File: src/rtl/tele_cmd_tx_pkg.sv
// Shared definitions for the telemetry command transmitter: command codes,
// FSM state encoding and default pulse timing (also used by the receiver bench).
package tele_cmd_tx_pkg;

  typedef logic [1:0] tele_cmd_t;

  localparam tele_cmd_t CMD_PWRON  = 2'b00;
  localparam tele_cmd_t CMD_PWROFF = 2'b01;
  localparam tele_cmd_t CMD_RESET  = 2'b10;
  localparam tele_cmd_t CMD_RSVD   = 2'b11;

  typedef enum logic [2:0] {
    ST_IDLE  = 3'd0,
    ST_SETUP = 3'd1,
    ST_PULSE = 3'd2,
    ST_HOLD  = 3'd3,
    ST_GAP   = 3'd4
  } tx_state_e;

  localparam int DEF_PULSE_W = 16;
  localparam int DEF_SETUP_W = 4;
  localparam int DEF_HOLD_W  = 4;
  localparam int DEF_GAP_W   = 32;
  localparam int DEF_CNT_W   = 8;

  // One-hot request line select, ordered {PWROn, PWROff, Reset}.
  function automatic logic [2:0] cmd_line_mask(input tele_cmd_t cmd);
    case (cmd)
      CMD_PWRON:  cmd_line_mask = 3'b100;
      CMD_PWROFF: cmd_line_mask = 3'b010;
      CMD_RESET:  cmd_line_mask = 3'b001;
      default:    cmd_line_mask = 3'b000;
    endcase
  endfunction

endpackage

File: src/rtl/tele_cmd_tx_if.sv
// Command request handshake between a requester (master) and tele_cmd_tx (slave).
interface tele_cmd_tx_if;
  import tele_cmd_tx_pkg::*;

  logic      i_cmd_valid;
  tele_cmd_t i_cmd;
  logic      o_cmd_ready;
  logic      o_cmd_err;

  modport master (
    output i_cmd_valid,
    output i_cmd,
    input  o_cmd_ready,
    input  o_cmd_err
  );

  modport slave (
    input  i_cmd_valid,
    input  i_cmd,
    output o_cmd_ready,
    output o_cmd_err
  );

endinterface

File: src/rtl/tele_tx_timer.sv
// Loadable phase down-counter; done_o flags the last cycle of a phase (value 1).
module tele_tx_timer
  import tele_cmd_tx_pkg::*;
#(
  parameter int CNT_W = DEF_CNT_W
) (
  input  logic             clk_i,
  input  logic             rst_i,
  input  logic             load_i,
  input  logic [CNT_W-1:0] load_val_i,
  output logic             done_o
);

  logic [CNT_W-1:0] count_q;
  logic [CNT_W-1:0] count_d;

  // Counts down to zero and parks there until the next load.
  always_comb begin
    count_d = count_q;
    if (load_i) begin
      count_d = load_val_i;
    end else if (count_q != '0) begin
      count_d = count_q - CNT_W'(1);
    end
  end

  always_ff @(posedge clk_i) begin
    if (rst_i) begin
      count_q <= '0;
    end else begin
      count_q <= count_d;
    end
  end

  assign done_o = (count_q == CNT_W'(1));

endmodule

File: src/rtl/tele_cmd_tx.sv
// Remote power-control transmitter: one accepted command becomes a timed,
// qualified active-low request pulse. Optional abort input: TELE_CMD_ABORT_EN.
module tele_cmd_tx
  import tele_cmd_tx_pkg::*;
#(
  parameter int PULSE_W = DEF_PULSE_W,
  parameter int SETUP_W = DEF_SETUP_W,
  parameter int HOLD_W  = DEF_HOLD_W,
  parameter int GAP_W   = DEF_GAP_W,
  parameter int CNT_W   = DEF_CNT_W
) (
  input  logic i_clk_32k,
  input  logic i_rst,
`ifdef TELE_CMD_ABORT_EN
  input  logic i_abort,
`endif
  tele_cmd_tx_if.slave cmd_if,
  output logic o_AST_PWROn_n,
  output logic o_AST_PWROff_n,
  output logic o_AST_Reset_n,
  output logic o_AST_act_n,
  output logic o_busy
);

  tx_state_e        state_q, state_d;
  tele_cmd_t        cmd_q, cmd_d;
  logic             act_n_q, act_n_d;
  logic [2:0]       lines_n_q, lines_n_d;
  logic             busy_q, busy_d;
  logic             err_q, err_d;
  logic             ready_q, ready_d;
  logic             accept;
  logic             abort_take;
  logic             tmr_load;
  logic [CNT_W-1:0] tmr_load_val;
  logic             tmr_done;

  // ready_q trails the IDLE decode by one cycle so ready reappears only after
  // the last GAP output cycle, and stays low through reset.
  assign cmd_if.o_cmd_ready = (state_q == ST_IDLE) & ready_q;
  assign cmd_if.o_cmd_err   = err_q;
  assign accept             = cmd_if.i_cmd_valid & cmd_if.o_cmd_ready;

`ifdef TELE_CMD_ABORT_EN
  assign abort_take = i_abort & ((state_q == ST_SETUP) | (state_q == ST_PULSE));
`else
  assign abort_take = 1'b0;
`endif

  tele_tx_timer #(
    .CNT_W (CNT_W)
  ) u_timer (
    .clk_i      (i_clk_32k),
    .rst_i      (i_rst),
    .load_i     (tmr_load),
    .load_val_i (tmr_load_val),
    .done_o     (tmr_done)
  );

  always_ff @(posedge i_clk_32k) begin
    if (i_rst) begin
      state_q   <= ST_IDLE;
      cmd_q     <= CMD_PWRON;
      act_n_q   <= 1'b1;
      lines_n_q <= 3'b111;
      busy_q    <= 1'b0;
      err_q     <= 1'b0;
      ready_q   <= 1'b0;
    end else begin
      state_q   <= state_d;
      cmd_q     <= cmd_d;
      act_n_q   <= act_n_d;
      lines_n_q <= lines_n_d;
      busy_q    <= busy_d;
      err_q     <= err_d;
      ready_q   <= ready_d;
    end
  end

  // Each phase loads its length on entry and leaves when the timer shows 1.
  always_comb begin
    state_d      = state_q;
    cmd_d        = cmd_q;
    tmr_load     = 1'b0;
    tmr_load_val = '0;
    case (state_q)
      ST_IDLE: begin
        if (accept && (cmd_if.i_cmd != CMD_RSVD)) begin
          cmd_d        = cmd_if.i_cmd;
          state_d      = ST_SETUP;
          tmr_load     = 1'b1;
          tmr_load_val = CNT_W'(SETUP_W);
        end
      end
      ST_SETUP: begin
        if (abort_take) begin
          state_d      = ST_HOLD;
          tmr_load     = 1'b1;
          tmr_load_val = CNT_W'(HOLD_W);
        end else if (tmr_done) begin
          state_d      = ST_PULSE;
          tmr_load     = 1'b1;
          tmr_load_val = CNT_W'(PULSE_W);
        end
      end
      ST_PULSE: begin
        if (abort_take || tmr_done) begin
          state_d      = ST_HOLD;
          tmr_load     = 1'b1;
          tmr_load_val = CNT_W'(HOLD_W);
        end
      end
      ST_HOLD: begin
        if (tmr_done) begin
          state_d      = ST_GAP;
          tmr_load     = 1'b1;
          tmr_load_val = CNT_W'(GAP_W);
        end
      end
      ST_GAP: begin
        if (tmr_done) begin
          state_d = ST_IDLE;
        end
      end
      default: begin
        state_d = ST_IDLE;
      end
    endcase
  end

  // Line levels follow the current state and appear one edge later.
  always_comb begin
    act_n_d   = 1'b1;
    lines_n_d = 3'b111;
    busy_d    = (state_q != ST_IDLE);
    ready_d   = (state_q == ST_IDLE);
    err_d     = accept & (cmd_if.i_cmd == CMD_RSVD);
    case (state_q)
      ST_SETUP, ST_HOLD: begin
        act_n_d = 1'b0;
      end
      ST_PULSE: begin
        act_n_d   = 1'b0;
        lines_n_d = ~cmd_line_mask(cmd_q);
      end
      default: begin
        act_n_d = 1'b1;
      end
    endcase
  end

  assign o_AST_PWROn_n  = lines_n_q[2];
  assign o_AST_PWROff_n = lines_n_q[1];
  assign o_AST_Reset_n  = lines_n_q[0];
  assign o_AST_act_n    = act_n_q;
  assign o_busy         = busy_q;

endmodule
File: src/flat_wrapper.sv
// flat-port wrapper written by rule: the top's interface ports become plain ports
module tele_cmd_tx_flat import tele_cmd_tx_pkg::*;
#(
  parameter int PULSE_W = DEF_PULSE_W,
  parameter int SETUP_W = DEF_SETUP_W,
  parameter int HOLD_W  = DEF_HOLD_W,
  parameter int GAP_W   = DEF_GAP_W,
  parameter int CNT_W   = DEF_CNT_W
)
  (i_clk_32k, i_rst, o_AST_PWROn_n, o_AST_PWROff_n, o_AST_Reset_n, o_AST_act_n, o_busy, cmd_if_i_cmd_valid, cmd_if_i_cmd, cmd_if_o_cmd_ready, cmd_if_o_cmd_err);
  tele_cmd_tx_if cmd_if_i ();
  input  logic i_clk_32k;
  input  logic i_rst;
  output logic o_AST_PWROn_n;
  output logic o_AST_PWROff_n;
  output logic o_AST_Reset_n;
  output logic o_AST_act_n;
  output logic o_busy;
  input wire logic [$bits(cmd_if_i.i_cmd_valid)-1:0] cmd_if_i_cmd_valid;
  input wire logic [$bits(cmd_if_i.i_cmd)-1:0] cmd_if_i_cmd;
  output wire logic [$bits(cmd_if_i.o_cmd_ready)-1:0] cmd_if_o_cmd_ready;
  output wire logic [$bits(cmd_if_i.o_cmd_err)-1:0] cmd_if_o_cmd_err;
  assign cmd_if_i.i_cmd_valid = cmd_if_i_cmd_valid;
  assign cmd_if_i.i_cmd = cmd_if_i_cmd;
  assign cmd_if_o_cmd_ready = cmd_if_i.o_cmd_ready;
  assign cmd_if_o_cmd_err = cmd_if_i.o_cmd_err;
  tele_cmd_tx #(.PULSE_W(PULSE_W), .SETUP_W(SETUP_W), .HOLD_W(HOLD_W), .GAP_W(GAP_W), .CNT_W(CNT_W)) u_core (.i_clk_32k(i_clk_32k), .i_rst(i_rst), .cmd_if(cmd_if_i), .o_AST_PWROn_n(o_AST_PWROn_n), .o_AST_PWROff_n(o_AST_PWROff_n), .o_AST_Reset_n(o_AST_Reset_n), .o_AST_act_n(o_AST_act_n), .o_busy(o_busy));
endmodule
File: config.mk
export PLATFORM = sky130hd
export DESIGN_NAME = tele_cmd_tx_flat
export DESIGN_NICKNAME = d
export VERILOG_FILES = /design/src/rtl/tele_cmd_tx_pkg.sv /design/src/rtl/tele_cmd_tx_if.sv /design/src/rtl/tele_tx_timer.sv /design/src/rtl/tele_cmd_tx.sv /design/src/flat_wrapper.sv
export SDC_FILE = /design/constraint.sdc
export NUM_CORES = 1
export LEC_CHECK = 0
export BUFFER_PORTS_ARGS = -buffer_cell sky130_fd_sc_hd__buf_2
export CAP_MARGIN = 25
export CORE_ASPECT_RATIO = 1.4
export CORE_UTILIZATION = 45
export DETAILED_ROUTE_END_ITERATION = 10
export SYNTH_ARGS = -nofsm -noshare
export SYNTH_HDL_FRONTEND = slang
export SYNTH_SLANG_ARGS = --single-unit
File: constraint.sdc
create_clock -name i_clk_32k -period 2.38 [get_ports i_clk_32k]
set_input_delay 0.119 -clock i_clk_32k [delete_from_list [all_inputs] [get_ports i_clk_32k]]
set_output_delay 0.119 -clock i_clk_32k [all_outputs]
set_load 0.01 [all_outputs]
==> results of run 1 <==
## registers in the layout, summed over array words and instances, names as in the netlist
signal                   count
u_core.cmd_if.o_cmd_err      1
u_core.cmd_q                 2
u_core.lines_n_q             3
u_core.o_AST_act_n           1
u_core.o_busy                1
u_core.ready_q               1
u_core.state_q               3
u_core.u_timer.count_q       8
## path summary, 6_finish.rpt
| path | start | to | slack, ns | depth (start not counted) |
|---|---|---|---|---|
| max | u_core.u_timer.count_q[4]$_SDFFE_PP0P_ | u_core.u_timer.count_q[0]$_SDFFE_PP0P_ | 0.61 | 5 |
| min | cmd_if_i_cmd[0] | u_core.cmd_if.o_cmd_err$_SDFF_PP0_ | 0.08 | 3 |
| max reg2reg | u_core.u_timer.count_q[4]$_SDFFE_PP0P_ | u_core.u_timer.count_q[0]$_SDFFE_PP0P_ | 0.61 | 5 |
| min reg2reg | u_core.cmd_q[0]$_SDFFE_PP0N_ | u_core.lines_n_q[1]$_SDFF_PP1_ | 0.42 | 1 |
## logic make-up (layout without fill, tap and decap cells)
logic type / count (synthesis) / after routing / share of synthesized area (%)
AO/OA/AOI/OAI: 17 / 17 / 13.22
XOR/XNOR: 3 / 3 / 2.893
adder cells (fa/ha/maj): 2 / 2 / 2.754
buffers and inverters: 9 / 20 / 3.995
flip-flops: 20 / 20 / 44.08
multiplexers: 3 / 3 / 3.444
AND/OR/NAND/NOR: 47 / 47 / 29.62
## through the flow
stage               utilization [%]  setup slack, ns  area [um^2]  cells
floorplan                         -           0.7818        908.4    101
global placement              53.22           0.6736        970.9    128
detailed placement            53.22           0.6393        970.9    128
CTS                           56.10           0.6073         1023    132
global route                  56.10           0.4753         1023    132
finish                        56.10           0.6149         1023    132
## synth_stat cells (all sizes together), types with 3 or more instances
cell   number
nor2       17
inv         5
nand3       3
nor3        6
nand2       5
dfxtp      20
xnor2       3
nor4        6
a21oi       6
## metal layers
layer / GRT usage (%) / part of all wire (%)
met1: 20.35 / 44
met2: 33.87 / 52
met3: 2.400 / 2.3
met4: 9.195 / 1.4
met5: 0 / 0
## layout make-up
class                   instances  area [um^2]
well taps                      20        25.02
inverters                       5        18.77
clock buffers                   3        22.52
flip-flops and latches         20        400.4
clock inverters                 1        30.03
fillers                       180        800.8
multi-input cells              72        471.7
repair buffers                 11        55.05
## power groups by stage
stage | clock network (mW) | logic (mW) | registers, mW
final | 0.276 | 0.571 | 0.486
after global routing | 0.295 | 0.651 | 0.497
after CTS | 0.282 | 0.580 | 0.487
after detailed placement | 0 | 0.575 | 0.495
after global placement | 0 | 0.568 | 0.493
after floorplan | 0 | 0.485 | 0.476
## worst max-delay path: stages (launching register included)
cell                      delay [ns]
sky130_fd_sc_hd__dfxtp_1        0.40
sky130_fd_sc_hd__nor4_4         0.44
sky130_fd_sc_hd__nand3_2        0.21
sky130_fd_sc_hd__o31ai_2        0.28
sky130_fd_sc_hd__or2_1          0.25
sky130_fd_sc_hd__nor2_1         0.07
==> results.txt, run 1 <==
- After the last flow step, the layout net total stands at 120.
- The share of total power dissipated in combinational logic is approximately 43%.
- Unrepaired setup endpoints after global routing: no
- The via count of the first global-routing pass came to 692.
- The floorplan step set the die width to around 40 um.
- Leading cell types in the layout, fill and taps excluded: 20 x sky130_fd_sc_hd__dfxtp_1, 17 x sky130_fd_sc_hd__nor2_1, 11 x sky130_fd_sc_hd__buf_2
- In the routed design, unresolved DRC markers number 0.
- Total congestion overflow: 0
- 0 antenna diodes ended up in the layout.
* Number of flops mapped to enable cells by yosys: 0
- Critical Path RT: 2.57 ns
- Final weighted congestion in routability-driven placement: between 0.8 and 0.9
- The biggest area contributor in the post-synthesis netlist is sky130_fd_sc_hd__dfxtp_1.
* Max Clock Freq: approximately 570 MHz
- Post-layout total power: 1.333 mW
- In this run, post-CTS repair resized a total of 0 instances.
- Across the run, the number of max-cap violations was 0.
- Number of vias per cell: 5.689
* Final count of negative-setup-slack endpoints: 0
- In the final timing run, aggregate negative setup slack is 0 ns.
- TritonCTS clock tree: yes
- Synth-to-Final Area Change: 12.67%
- Clock-pin slew was measured on the worst setup and hold paths at roughly 0.12 ns.
* Critical path launch point type: flip-flop
- Total global routing track utilization: a little under a fifth
- On the final layout, the worst hold slack is around 0.075 ns.
- Relative max-transition margin: 68.35%
* Shortest clock period the worst path allows after layout: between 1.5 and 2 ns
* Largest fanout on the critical path: 7
* Worst skew pair latency: ~0.30 ns
- Post-CTS setup repair buffer count: 0
- Internal power: around 850 uW
* Crit Path Class: flip-flop to flip-flop
- Count of nets left with antenna violations after detail routing: 0
* Most used flip-flop cell after synthesis: sky130_fd_sc_hd__dfxtp_1
- Once the floorplan was initialized, standard cells occupied 49.79% of the core.
- The number of antenna violations at the first check in global routing is 0.
- After legalization and detailed placement, the total HPWL measured ~1300 um.
- The worst hold path belongs to the class input port to flip-flop.
* Worst path arrival time: 1.96 ns
- Wires add up to ~1700 um.
- Status: finished clean
- Areal power density over the cells: 1302 nW/um^2
- After floorplanning, the core was divided into 18 placement rows.
- Number of nets in the synthesized netlist: 108
* Final cycle utilization of the critical path: about three quarters
* Synthesized area divided by synthesized cell count: ~9 um^2
- Counting along the longest clock path gives a buffer depth of 2.
- Flip-flop and latch count after synthesis: 20
* Fraction of power consumed by sequential logic: a little over a third
* Part of the power in the clock network: 20.7%
- Worst Max-Slew Pin Slew: between 0.4 and 0.5 ns
* Count of input and output buffers: 11
- CTS built an H-tree with a depth of 1.
- Clock tree skew after final layout: about 0.011 ns
- Of the total power, the share spent switching nets is a little over a third.
- Die span in y: about 55 um
- Yosys printed 0 warnings.
- Proportion of synthesized chip area in sequential cells: between 40% and 50%
* Iteration-0 DRC Markers: 11
- Hold Violations, Final: 0
- Global-route wire length before repair: around 2800 um
- Die Area: roughly 2200 um^2
- DR vias: 751
- The library cell used most frequently in the layout, excluding fill and tap cells, is sky130_fd_sc_hd__dfxtp_1.
- After synthesis, the largest area contributor takes up between 40% and 50% of total cell area.
* Leakage: between 0.3 and 0.4 nW
- Cell count after synthesis: 101
- The number of different library cells used by synthesis comes to 34.
- The max-slew violation total from the final report was 0.
* Maximum resistive drop on vdd: around 0.65 mV
- In this run, CTS created clock tree buffers numbering 3.
- Entering global routing, the biggest net connects 15 pins.
- The first TritonRoute pass finished after 4 iterations.
- Number of ports placed on the die boundary: 12
* Post-synthesis instance area: around 910 um^2
* Share of final-layout standard cells stronger than drive strength 1: a little over a fifth
- Dividing the detail-routed wire length by the instance count gives ~13 um.
- Yosys attributes the largest share of cell area to sky130_fd_sc_hd__dfxtp_1 44%, sky130_fd_sc_hd__nor2_1 7.0%, sky130_fd_sc_hd__nor4_1 3.4%.
- Async SR Flop Fraction: 0%
- Core region area: about 1800 um^2
- For this design, the CTS-stage hold fixing added 0 buffers.
- CTS sink count: 20
- Root Buffer: sky130_fd_sc_hd__clkbuf_4
- The worst setup path is captured at a flip-flop.
* Switching pwr: just under 500 uW
(Power assumes the default switching activity.)
==> run 2: changes to the inputs <==
PLACE_DENSITY = 0.67   (was not set)
clock period = 1.61 ns   (was 2.38 ns; I/O delays follow)
==> results.txt, run 2 (synthesis gave the netlist of run 1 again) <==
- The cell with the biggest individual delay on the critical path was sky130_fd_sc_hd__or4_4 (was sky130_fd_sc_hd__nor4_4).
* Part of the power in the clock network: 17.8% (was 20.7%)
- Clock buffers created by TritonCTS: 3 (unchanged)
- The slew of the pin with the lowest slew margin came to 0.3860 ns (was 0.4741 ns).
* Share of final-layout standard cells stronger than drive strength 1: 34.13% (was 21.43%)
- Worst skew pair latency: 0.30 ns (about the same)
* Largest register FFs: 8 (unchanged)
- Leakage: 0.4676 nW (was 0.3947 nW)
- Switching fraction of total power: 34.98% (was 36.18%)
- Crit Path Class: flip-flop to flip-flop (unchanged)
- Number of cells on the worst hold path: 3 (unchanged)
* Drt drc: 0 (unchanged)
- Largest stage delay on the critical path: 0.55 ns (was 0.44 ns)
- The switching power total is 797.3 uW (was 482.2 uW).
* Die span in y: 55.16 um (unchanged)
- The top register by number of flip-flops was u_core.u_timer.count_q (unchanged).
- Leading cell types in the layout, fill and taps excluded: 17 x sky130_fd_sc_hd__nor2_1, 17 x sky130_fd_sc_hd__dfxtp_1, 14 x sky130_fd_sc_hd__buf_4 (was 20 x sky130_fd_sc_hd__dfxtp_1, 17 x sky130_fd_sc_hd__nor2_1, 11 x sky130_fd_sc_hd__buf_2)
- Floorplan row count: 18 (unchanged)
* Final count of negative-setup-slack endpoints: 0 (unchanged)
- The sort of element at the start of the critical path is a flip-flop (unchanged).
- The diode insertion count for antenna repair was 0 (unchanged).
* Number of antenna violations at the first check in global routing: 0 (unchanged)
* Status: finished clean (unchanged)
- The clock edge transition at the registers on the reported setup and hold paths was 0.12 ns (about the same).
* Areal power density over the cells: 1975 nW/um^2 (was 1302 nW/um^2)
* Count of input and output buffers: 11 (unchanged)
- The headroom to the max-slew limit came to 74.03% (was 68.35%).
- The final wirelength is 1891 um (was 1673 um).
- Final weighted congestion in routability-driven placement: 0.7563 (was 0.8099)
- Iteration-0 DRC Markers: 9 (was 11)
* R2R Path Start: u_core.u_timer.count_q[0]$_SDFFE_PP0P_ (was u_core.u_timer.count_q[4]$_SDFFE_PP0P_)
- Total global routing track utilization: 20.23% (was 18.68%)
- Net count of the finished layout: 134 (was 120)
- The TritonCTS clock tree is yes (unchanged).
- The boundary pin count was 12 (unchanged).
- Number of cells on the worst reg-to-reg path: 5 (unchanged)
- The overall die area was 2205 um^2 (unchanged).
* TritonRoute pass-1 iters: 4 (unchanged)
* Largest fanout on the critical path: 5 (was 7)
- The design area is 1154 um^2 (was 1023 um^2).
- The final critical-path setup slack is 0.04910 ns (was 0.6149 ns).
- Setup slack after placement: -0.02427 ns (was 0.6393 ns)
- Multi-input combinational cell area: 490.5 um^2 (was 471.7 um^2)
* Critical Path RT: 1.83 ns (was 2.57 ns)
- The horizontal die dimension was 39.97 um (unchanged).
* Sequential cell area: 406.6 um^2 (was 400.4 um^2)
- The fraction of power consumed by sequential logic was 30.5% (was 36.4%).
- The global-route wire length before repair came to 3070 um (was 2815 um).
- Nature of the critical path endpoint: flip-flop (unchanged)
* Worst hold path class: input port to flip-flop (unchanged)
- Number of hold buffers added after cts: 0 (unchanged)
- Starting utilization of the core area: 49.79% (unchanged)
* CP Launch Point: u_core.u_timer.count_q[0]$_SDFFE_PP0P_ (was u_core.u_timer.count_q[4]$_SDFFE_PP0P_)
- Maximum clock path buffer count: 2 (unchanged)
- The max-cap violation count was 0 (unchanged).
- The area growth from synthesis to layout was 27.00% (was 12.67%).
- The power share of the combinational group came to 51.7% (was 42.9%).
- Max Clock Freq: 640.7 MHz (was 566.5 MHz)
- The total overflow reported by the global router came to 0 (unchanged).
* Count of nets left with antenna violations after detail routing: 0 (unchanged)
- Maximum level of the CTS H-tree: 1 (unchanged)
- The placed wire-length estimate was 1419 um (was 1287 um).
* Hold Violations, Final: 0 (unchanged)
* Number of vias per cell: 5.432 (was 5.689)
- The number of clock sinks seen by CTS was 20 (unchanged).
* Number of global-route vias before repair: 762 (was 692)
- The minimum clock period was 1.561 ns (was 1.765 ns).
- Pin count of the biggest net entering global routing: 15 (unchanged)
- The max-slew violation total from the final report was 0 (unchanged).
- Critical path buffers and inverters: 0 (unchanged)
* Wirelength per Cell: 12.95 um (was 12.67 um)
* Root Buffer: sky130_fd_sc_hd__clkbuf_4 (unchanged)
* Leading registers by flop count: u_core.u_timer.count_q: 8 flops, u_core.lines_n_q: 3 flops, u_core.state_q: 3 flops (unchanged)
* Final cycle utilization of the critical path: 96.95% (was 74.17%)
- The arrival time at the worst endpoint is 1.79 ns (was 1.96 ns).
- The fill cell total of the finished layout came to 155 (was 180).
- Chain of cells forming the critical path: or4_4, nor2_1, xnor2_1, o32a_1, a211oi_2 (was nor4_4, nand3_2, o31ai_2, or2_1, nor2_1).
* DR vias: 793 (was 751)
- The launch point of the worst hold path is cmd_if_i_cmd[0] (unchanged).
- The final core utilization was 63.24% (was 56.10%).
- Unrepaired setup endpoints after global routing: yes (was no)
- The final setup skew was 0.009627 ns (was 0.01101 ns).
- The placement-stage cell area came to 1061 um^2 (was 970.9 um^2).
* Maximum resistive drop on vdd: 1.253 mV (was 0.6468 mV)
* Internal power: 1.482 mW (was 850.5 uW)
- The number of cells on the critical path came to 5 (unchanged).
- Kind of cell adding the most delay to the critical path: simple AND/OR/NAND/NOR gates (unchanged)
- The total core area came to 1824 um^2 (unchanged).
-- run 2: layout make-up --
class                   count  share of cell area (%)
clock buffers               3                   1.952
flip-flops and latches     20                   35.25
clock inverters             1                   2.603
multi-input cells          72                   42.52
well taps                  20                   2.169
repair buffers             25                   13.88
inverters                   5                   1.627
-- run 2: worst min-delay path, stage by stage --
cell and delay (ns):
sky130_fd_sc_hd__buf_2 0.10, sky130_fd_sc_hd__nand2_1 0.07, sky130_fd_sc_hd__nor3_1 0.05
-- run 2: path summary, 6_finish.rpt --
| check | to | slack, ns |
|---|---|---|
| worst max-delay path | u_core.u_timer.count_q[5]$_SDFFE_PP0P_ | 0.05 |
| worst min-delay path | u_core.cmd_if.o_cmd_err$_SDFF_PP0_ | 0.03 |
| worst max register to register | u_core.u_timer.count_q[5]$_SDFFE_PP0P_ | 0.05 |
| worst min register to register | u_core.lines_n_q[1]$_SDFF_PP1_ | 0.43 |
-- run 2: stage by stage --
step	std cells	hold slack (ns)	TNS (ns)	power [mW]
5_1_grt	146	0.03603	-0.1145	2.436
3_5_place_dp	140	0.3637	-0.02427	1.742
4_1_cts	145	0.03010	-0.007424	2.207
2_1_floorplan	101	0.1594	0	1.420
6_report	146	0.03054	0	2.279
3_3_place_gp	140	0.3539	0	1.713
-- run 2: power by group through the flow --
stage          clock network, mW  logic (mW)  registers (mW)
2_1_floorplan                  0       0.717           0.703
3_3_place_gp                   0        1.02           0.695
3_5_place_dp                   0        1.04           0.700
4_1_cts                    0.414        1.10           0.691
5_1_grt                    0.434        1.29           0.709
6_report                   0.407        1.18           0.695
-- run 2: metal layers --
layer	wire, um	track usage [%]	up-vias	share of wire, %
li1	-	-	409	-
met5	0	0	-	0
met3	38	2.400	4	2.0
met1	824	20.60	371	44
met4	23	6.897	0	1.2
met2	1004	39.78	9	53
-- run 2: repair_timing --
action / in CTS / in global routing
resized for setup: 4 / 4
buffers inserted: 1 / 1
pin swaps: 2 / 2
endpoints found under the setup margin: 2 / 9
gates cloned: 0 / 0
==> run 3: changes to the inputs <==
CORE_ASPECT_RATIO = not set   (was 1.4)
CTS_CLUSTER_DIAMETER = 200   (was not set)
SKIP_LAST_GASP = 1   (was not set)
==> results.txt, run 3 (synthesis gave the netlist of run 1 again) <==
- Status: finished clean (unchanged)
* Nature of the critical path endpoint: flip-flop (unchanged)
* Global-route wire length before repair: 2980 um (was 3070 um)
- The proportion of layout cells with a drive suffix above 1 is 34.13% (unchanged).
* Maximum resistive drop on vdd: 1.245 mV (was 1.253 mV)
* Fillcell total: 164 (was 155)
- The number of nets at the end of the flow was 135 (was 134).
* Shortest clock period the worst path allows after layout: 1.579 ns (was 1.561 ns)
* Cell with the largest stage delay on the worst path: sky130_fd_sc_hd__or3b_2 (was sky130_fd_sc_hd__or4_4)
- Leading registers by flop count: u_core.u_timer.count_q: 8 flops, u_core.lines_n_q: 3 flops, u_core.state_q: 3 flops (unchanged).
- Crit Path Class: flip-flop to flip-flop (unchanged)
- The uppermost layer routed is met4 (unchanged).
* Pin count of the biggest net entering global routing: 15 (unchanged)
* Number of antenna violations at the first check in global routing: 0 (unchanged)
* Final weighted congestion in routability-driven placement: 0.8012 (was 0.7563)
- DR vias: 793 (unchanged)
- The data required time at the worst endpoint was 1.82 ns (was 1.83 ns).
- Wirelength per Cell: 12.11 um (was 12.95 um)
* Number of hold buffers added after cts: 0 (unchanged)
* Antenna fix cells: 0 (unchanged)
- The max-cap violation count was 0 (unchanged).
- Leaving out fill and tap cells, the most frequent cell in the layout is sky130_fd_sc_hd__dfxtp_1.
* Drt drc: 0 (unchanged)
- The number of clock sinks seen by CTS came to 20 (unchanged).
- Leading cell types in the layout, fill and taps excluded: 19 x sky130_fd_sc_hd__dfxtp_1, 16 x sky130_fd_sc_hd__nor2_1, 15 x sky130_fd_sc_hd__buf_4 (was 17 x sky130_fd_sc_hd__nor2_1, 17 x sky130_fd_sc_hd__dfxtp_1, 14 x sky130_fd_sc_hd__buf_4)
* Number of ports placed on the die boundary: 12 (unchanged)
- The number of cells in the design after placement came to 148 (was 140).
- Final cell count without fillers: 151 (was 146)
- The final critical-path setup slack was 0.03103 ns (was 0.04910 ns).
- The via count of the first global-routing pass is 681 (was 762).
- Number of vias per cell: 5.252 (was 5.432)
- Worst Max-Slew Pin Slew: 0.3369 ns (was 0.3860 ns)
- The final wirelength came to 1829 um (was 1891 um).
- The placed wire-length estimate was 1366 um (was 1419 um).
- Register name with the most flops: u_core.u_timer.count_q (unchanged)
- The maximum root-to-sink buffer count is 2 (unchanged).
* Die Area: 2202 um^2 (was 2205 um^2)
- The violation count after the first detailed-route iteration is 20 (was 9).
- The reported leakage power is 0.4577 nW (was 0.4676 nW).
* Relative max-transition margin: 77.33% (was 74.03%)
- The horizontal die dimension was 46.93 um (was 39.97 um).
* Core region area: 1802 um^2 (was 1824 um^2)
- The number of flip-flops under the largest register name was 8 (unchanged).
- The total length of routed met3 wires is 87 um (was 38 um).
- Count of nets left with antenna violations after detail routing: 0 (unchanged)
- Clock buffers created by TritonCTS: 3 (unchanged)
- The setup TNS is 0 ns (unchanged).
- Die span in y: 46.93 um (was 55.16 um)
- The effective utilization at floorplan is 50.42% (was 49.79%).
- The worst-skew pair later-pin latency is 0.31 ns (was 0.30 ns).
* Core utilization of the finished layout: 63.19% (was 63.24%)
- The max-slew violation total from the final report came to 0 (unchanged).
- The count of input and output buffers came to 11 (unchanged).
- Final cycle utilization of the critical path: 98.07% (was 96.95%)
* Chain of cells forming the critical path: inv_1, ha_1, or3b_2, a21oi_1, o32a_1, nor2_1 (was or4_4, nor2_1, xnor2_1, o32a_1, a211oi_2)
- The arrival time at the worst endpoint is 1.79 ns (about the same).
- Largest stage delay on the critical path: 0.52 ns (was 0.55 ns)
* TritonCTS clock tree: yes (unchanged)
* Reg clk slew, reported paths: 0.11 ns (was 0.12 ns)
- The final setup skew is 0.008882 ns (was 0.009627 ns).
- The cell area power density came to 1829 nW/um^2 (was 1975 nW/um^2).
- Root Buffer: sky130_fd_sc_hd__clkbuf_4 (unchanged)
- Total congestion overflow: 0 (unchanged)
- The area growth from synthesis to layout was 25.34% (was 27.00%).
- Floorplan row count: 15 (was 18)
* Largest fanout on the critical path: 4 (was 5)
- The length of the first detailed-routing pass in iterations came to 4 (unchanged).
- The wire length the detailed router placed on met1 was 904 um (was 824 um).
- The fmax is 633.3 MHz (was 640.7 MHz).
- Unrepaired setup endpoints after global routing: yes (unchanged)
- Critical path launch point type: flip-flop (unchanged)
- Total global routing track utilization: 19.63% (was 20.23%)
- Maximum level of the CTS H-tree: 1 (unchanged)
- The met2 layer wire length in the routed design came to 782 um (was 1004 um).
- The type of the worst min-delay path was input port to flip-flop (unchanged).
- Final count of negative-setup-slack endpoints: 0 (unchanged)
- The post-place setup slack was 0.01521 ns (was -0.02427 ns).
* Hold Violations, Final: 0 (unchanged)
==> run 3: stage by stage <==
| step | total power, mW | hold WS (ns) | area [um^2] |
|---|---|---|---|
| floorplan | 1.420 | 0.1594 | 908.4 |
| detailed placement | 1.792 | 0.3668 | 1090 |
| global route | 2.241 | 0.05055 | 1139 |
| CTS | 2.033 | 0.03960 | 1114 |
| global placement | 1.768 | 0.3528 | 1090 |
| finish | 2.082 | 0.03393 | 1139 |
==> run 3: per-layer routing <==
metal / track usage [%] / vias to the layer above
met5: 0 / -
met4: 6.857 / 0
met1: 27.19 / 355
li1: - / 412
met3: 6.923 / 4
met2: 28.33 / 22
==> run 3: report_power, final <==
part / internal [mW] / switching [mW] / total, mW
clock: 0.0878 / 0.151 / 0.239
combinational: 0.609 / 0.538 / 1.15
sequential: 0.596 / 0.0998 / 0.696
==> run 3: layout make-up <==
type / instances / area [um^2] / share of cell area, %
well taps: 25 / 31.28 / 2.747
multi-input cells: 72 / 496.7 / 43.63
inverters: 5 / 18.77 / 1.648
repair buffers: 26 / 167.7 / 14.73
flip-flops and latches: 20 / 401.6 / 35.27
clock buffers: 3 / 22.52 / 1.978
==> run 3: worst max-delay path: cells and delay by family (launching register included) <==
| family | cells | cell delay (ns) |
|---|---|---|
| and+or+nand+nor | 2 | 0.56 |
| DFF | 1 | 0.34 |
| buffers and inverters | 1 | 0.09 |
| AOI/OAI and AO/OA | 2 | 0.33 |
| adders and majority gates | 1 | 0.17 |
==> run 3: what timing repair did <==
item | CTS | global route
pin swaps | 0 | 0
setup buffers | 0 | 0
setup endpoints to repair | 1 | 7
resized for setup | 1 | 5
==> run 3: final timing paths <==
path,startpoint,endpoint,slack [ns],cells past startpoint
min,cmd_if_i_cmd[0],u_core.cmd_if.o_cmd_err$_SDFF_PP0_,0.03,3
max reg2reg,u_core.u_timer.count_q[1]$_SDFFE_PP0P_,u_core.u_timer.count_q[4]$_SDFFE_PP0P_,0.03,6
max,u_core.u_timer.count_q[1]$_SDFFE_PP0P_,u_core.u_timer.count_q[4]$_SDFFE_PP0P_,0.03,6
min reg2reg,u_core.cmd_q[0]$_SDFFE_PP0N_,u_core.lines_n_q[1]$_SDFF_PP1_,0.42,1
